`config.mk`:
```
export PLATFORM = sky130hd
export DESIGN_NAME = pc_sequencer
export DESIGN_NICKNAME = d
export VERILOG_FILES = /design/src/rtl/pc_sequencer.sv
export SDC_FILE = /design/constraint.sdc
export NUM_CORES = 1
export LEC_CHECK = 0
export BUFFER_PORTS_ARGS = -buffer_cell sky130_fd_sc_hd__buf_2
export CAP_MARGIN = 20
export CELL_PAD_IN_SITES_DETAIL_PLACEMENT = 1
export CELL_PAD_IN_SITES_GLOBAL_PLACEMENT = 2
export CORE_MARGIN = 2
export CORE_UTILIZATION = 21
export DETAILED_ROUTE_END_ITERATION = 7
export HOLD_SLACK_MARGIN = 0.06
export PLACE_DENSITY_LB_ADDON = 0.1
export SYNTH_ARGS = -nofsm -noshare
export SYNTH_HDL_FRONTEND = slang
export SYNTH_SLANG_ARGS = --single-unit
export TNS_END_PERCENT = 50
```
`constraint.sdc`:
```
create_clock -name clk -period 2.05 [get_ports clk]
set_input_delay 0.1025 -clock clk [delete_from_list [all_inputs] [get_ports clk]]
set_output_delay 0.1025 -clock clk [all_outputs]
set_load 0.02 [all_outputs]
```
`src/rtl/pc_sequencer.sv`:
```
// pc_sequencer: fetch/vector/interrupt control FSM driving the ProgramCounter.
// Optional macro SEQ_WATCHDOG_EN adds an EXEC watchdog (wdog_fault, reload from reset vector).
module pc_sequencer #(
  parameter logic [7:0] RESET_VEC_ADDR = 8'h00,
  parameter logic [7:0] INT_VEC_ADDR   = 8'h01,
  parameter int         WDOG_CYCLES    = 16
) (
  input  logic       clk,
  input  logic       rst_n,
  input  logic       two_byte,
  input  logic       exec_done,
  input  logic       branch_taken,
  input  logic       rti,
  input  logic       halt,
  input  logic       irq,
  output logic       pc_write,
  output logic       pc_src,
  output logic       load_vector,
  output logic       addr_sel,
  output logic [7:0] vec_addr,
  output logic       ir_load,
  output logic       op2_load,
  output logic       int_ack,
  output logic       ie,
  output logic       wdog_fault
);

  typedef enum logic [2:0] {
    RST_VEC,
    FETCH,
    FETCH_OP2,
    EXEC,
    HALT,
    INT_SAVE,
    INT_VEC
  } state_t;

  state_t state, state_n;
  logic   ie_n;
  logic   irq_pend, pend_n;
  logic   take_int;
  logic   wd_exp;

`ifdef SEQ_WATCHDOG_EN
  logic [4:0] wcnt;

  always_ff @(posedge clk or negedge rst_n) begin
    if (!rst_n) begin
      wcnt <= '0;
    end else if (state != EXEC) begin
      wcnt <= '0;
    end else if (!exec_done) begin
      wcnt <= wcnt + 5'd1;
    end
  end

  assign wd_exp = (state == EXEC) && !exec_done &&
                  (wcnt == 5'(WDOG_CYCLES - 1));
`else
  assign wd_exp = 1'b0;
`endif

  always_ff @(posedge clk or negedge rst_n) begin
    if (!rst_n) begin
      state    <= RST_VEC;
      ie       <= 1'b0;
      irq_pend <= 1'b0;
    end else begin
      state    <= state_n;
      ie       <= ie_n;
      irq_pend <= pend_n;
    end
  end

  // rti re-enables interrupts in the same cycle it retires
  assign take_int = irq_pend || (irq && (ie || rti));

  always_comb begin
    state_n     = state;
    ie_n        = ie;
    pend_n      = irq_pend;
    pc_write    = 1'b0;
    pc_src      = 1'b0;
    load_vector = 1'b0;
    addr_sel    = 1'b0;
    vec_addr    = '0;
    ir_load     = 1'b0;
    op2_load    = 1'b0;
    int_ack     = 1'b0;
    wdog_fault  = 1'b0;
    if (irq && ie) pend_n = 1'b1;
    unique case (state)
      RST_VEC: begin
        addr_sel    = 1'b1;
        vec_addr    = RESET_VEC_ADDR;
        load_vector = 1'b1;
        pc_write    = 1'b1;
        state_n     = FETCH;
      end
      FETCH: begin
        ir_load  = 1'b1;
        pc_write = 1'b1;
        state_n  = two_byte ? FETCH_OP2 : EXEC;
      end
      FETCH_OP2: begin
        op2_load = 1'b1;
        pc_write = 1'b1;
        state_n  = EXEC;
      end
      EXEC: begin
        if (exec_done) begin
          if (branch_taken) begin
            pc_write = 1'b1;
            pc_src   = 1'b1;
          end
          if (rti) ie_n = 1'b1;
          if (take_int)  state_n = INT_SAVE;
          else if (halt) state_n = HALT;
          else           state_n = FETCH;
        end else if (wd_exp) begin
          wdog_fault = 1'b1;
          ie_n       = 1'b0;
          pend_n     = 1'b0;
          state_n    = RST_VEC;
        end
      end
      HALT: begin
        if (irq_pend) state_n = INT_SAVE;
      end
      INT_SAVE: begin
        int_ack = 1'b1;
        ie_n    = 1'b0;
        pend_n  = 1'b0;
        state_n = INT_VEC;
      end
      INT_VEC: begin
        addr_sel    = 1'b1;
        vec_addr    = INT_VEC_ADDR;
        load_vector = 1'b1;
        pc_write    = 1'b1;
        state_n     = FETCH;
      end
      default: state_n = RST_VEC;
    endcase
    // reset forces every output low even though the state is RST_VEC
    if (!rst_n) begin
      pc_write    = 1'b0;
      pc_src      = 1'b0;
      load_vector = 1'b0;
      addr_sel    = 1'b0;
      vec_addr    = '0;
      ir_load     = 1'b0;
      op2_load    = 1'b0;
      int_ack     = 1'b0;
      wdog_fault  = 1'b0;
    end
  end

endmodule

```
==> flow_summary_export.csv <==
group,metric,value,unit
status,status,"completed",
synthesis,synthSimpleGateAreaFrac,22.6,%
floorplanning,initial_utilization,22.9,%
clock_tree,clk_latency,0.25,ns
routing,first_iter_violations,4,
routing,wl_per_cell,11.4,µm
floorplanning,die_y,47.9,µm
setup_path,start_kind,"flip-flop",
clock_tree,cts_buffers,3,
sta,finalCriticalPeriod,1.49,ns
power_and_ir_drop,power.leakage,0.270,nW
floorplanning,fp-row-count,15,
place,hpwl,830,µm
synthesis,muxShareOfSynthArea,0,%
place,dp.cells,89,
power_and_ir_drop,finalPower,0.615,mW
synthesis,synth_seq_cells,5,
synthesis,synth-compound-area-share,20.1,%
sta,finalSetupTns,0,ns
routing,first_pass_iters,4,
hold_path,hp-class,"input port to flip-flop",
finish,finalCoreUtilization,28.4,%
place,portBuffers,16,
global_routing,grt_usage,10.6,%
routing,vias,385,
routing,drc,0,
global_routing,gr-total-overflow,0,
synthesis,ys_types,23,
clock_tree,clkSlewWorstSetupHoldPaths,0.05,ns
setup_path,critical_path_required,1.95,ns
setup_path,arrival,1.39,ns
job,maxCapViolCount,0,
sta,worst_slack,0.557,ns
synthesis,syn_area,404,µm²
sta,finalHoldViolations,0,
synthesis,synth_top_family_by_area,"buffers and inverters",
sta,finalCritPeriodShare,72.8,%
clock_tree,clock_sinks,5,
sta,fin_skew,0.00412,ns
setup_path,worstSetupEndpointType,"primary output",
synthesis,synth-seq-area-share,31.0,%
routing,postRouteAntennaNets,0,
finish,n_antenna_cell,0,
synthesis,synth_cells,52,
clock_tree,clock-root-buffer,"clkbuf_4",
setup_path,crit_type,"flip-flop to primary output",
setup_path,crit_fanout,9,
floorplanning,core-area,1760,µm²
clock_tree,htreeDepth,1,
synthesis,synth_top_cell_by_area,"dfrtp_1",
place,preCtsSetupSlack,0.703,ns
clock_tree,cts_buffer_depth,2,
sta,maxSlewViolCount,0,
power_and_ir_drop,peakVddDrop,0.000586,V
floorplanning,pin_count,25,
synthesis,synth_fa_ha_area_share,0,%
synthesis,synth_warnings,0,
finish,fill_cells,239,
finish,final_nets,78,
routing,wl,1.07,mm
synthesis,synth_top_area_share,31.0,%
finish,area_delta_synth_final,23.8,%
global_routing,grt_pass1_vias,347,
routing,drt-vias-per-instance,4.10,
synthesis,synth-xor-area-share,2.17,%
sta,fmax,0.670,GHz
global_routing,antenna_found_initial,0,
floorplanning,design.die.area,2290,µm²
global_routing,grt_pass1_wl,1.56,mm
global_routing,grt_max_degree,10,
finish,drive_gt1_share,30.4,%
synthesis,syn_avg_cell_area,7.77,µm²
finish,final_cells,94,
power_and_ir_drop,p_per_area,1230,nW/µm²
synthesis,synthTopCellsByArea,"dfrtp_1 (31%), buf_4 (19%), nand2_1 (6.5%)",
sta,setup_viol_count_final,0,
setup_path,regToRegSetupSlack,0.65,ns
floorplanning,die_w,47.9,µm
sta,rsz0062_at_grt,"no",
clock_tree,cts_tree,"yes",
place,place_congestion,0.694,
[metrics by stage]
stage,hold slack [ns],cell area [µm²]
after floorplan,-0.193,430
after global placement,-0.0409,463
after detailed placement,-0.0404,463
after CTS,0.184,500
after global routing,0.198,500
final,0.185,500
[synthesized netlist by cell type]
master and count:
buf_4 10, nand2_1 7, dfrtp_1 5, nor2_1 5, inv_1 4, o21ai_0 3, a21oi_1 2, a211oi_1 1
a21boi_0 1, a21o_1 1, a2bb2oi_1 1, a31oi_1 1, a41oi_1 1, and2_1 1, clkbuf_1 1, conb_1 1
nand3_2 1, nor3_1 1, nor3b_1 1, o211a_1 1, or2b_1 1, or4b_1 1, xor2_1 1
[worst paths after layout]
kind	startpoint	end	cells past startpoint
max reg2reg	state[0]	state[0]	3
max in group asynchronous	rst_n	state[0]	2
min reg2reg	ie	ie	2
min in group asynchronous	rst_n	irq_pend	2
min	irq	irq_pend	3
max	state[0]	pc_write	4
[kinds of logic (layout without fill, tap and decap cells)]
logic type / after synthesis / count (layout)
simple gates: 18 / 18
flops: 5 / 5
compound gates: 12 / 12
xor+xnor: 1 / 1
buf+inv: 15 / 25
other cells: 1 / 8
[where the power goes]
| part | internal, mW | leakage, nW | switching (mW) |
|---|---|---|---|
| clock network | 0.0708 | 0.0177 | 0.0454 |
| logic | 0.112 | 0.198 | 0.169 |
| registers | 0.137 | 0.0548 | 0.0804 |
[flip-flops by register name (all words and copies together), names as in the netlist]
name and count:
irq_pend 1, state 3, ie 1
[cells in the final DEF, fill, tap and decap left out]
cell type | Yosys | final
a2bb2oi_1 | 1 | 1
buf_2 | 0 | 16
nor3b_1 | 1 | 1
dfrtp_1 | 5 | 5
o211a_1 | 1 | 1
a21oi_1 | 2 | 2
a41oi_1 | 1 | 1
clkbuf_4 | 0 | 3
nand2_1 | 7 | 7
nor3_1 | 1 | 1
a31oi_1 | 1 | 1
clkinv_2 | 0 | 1
inv_1 | 4 | 4
dlygate4sd3_1 | 0 | 1
a211oi_1 | 1 | 1
and2_1 | 1 | 1
or4b_1 | 1 | 1
xor2_1 | 1 | 1
a21o_1 | 1 | 1
or2b_1 | 1 | 1
nand3_2 | 1 | 1
o21ai_0 | 3 | 3
a21boi_0 | 1 | 1
conb_1 | 1 | 8
nor2_1 | 5 | 5
[worst max-delay path: stages (launching register included)]
cell	delay, ns
dfrtp_1	0.49
or2b_1	0.30
o21ai_0	0.07
and2_1	0.13
buf_2	0.15
[metal layers]
metal	wire, µm	track usage (%)	part of all wire (%)	vias to the layer above
li1	-	-	-	190
met1	468	12.8	44	180
met2	515	15.5	48	15
met3	87	6.79	8.1	0
met4	0	3.24	0	0
met5	0	0	0	-
[final cells by class]
| class | instances | area (µm²) | share of cell area (%) |
|---|---|---|---|
| repair buffers | 17 | 90.1 | 18.0 |
| clock inverters | 1 | 5.00 | 1.00 |
| multi-input cells | 39 | 211 | 42.3 |
| inverters | 4 | 15.0 | 3.00 |
| clock buffers | 3 | 22.5 | 4.50 |
| well taps | 25 | 31.3 | 6.25 |
| flip-flops and latches | 5 | 125 | 25.0 |
[repair_timing]
action	CTS	global route
buffers inserted	0	0
resized for setup	0	0
hold endpoints to repair	5	0
hold buffers	1	0
Note: power is estimated with default switching activity, not from simulation.
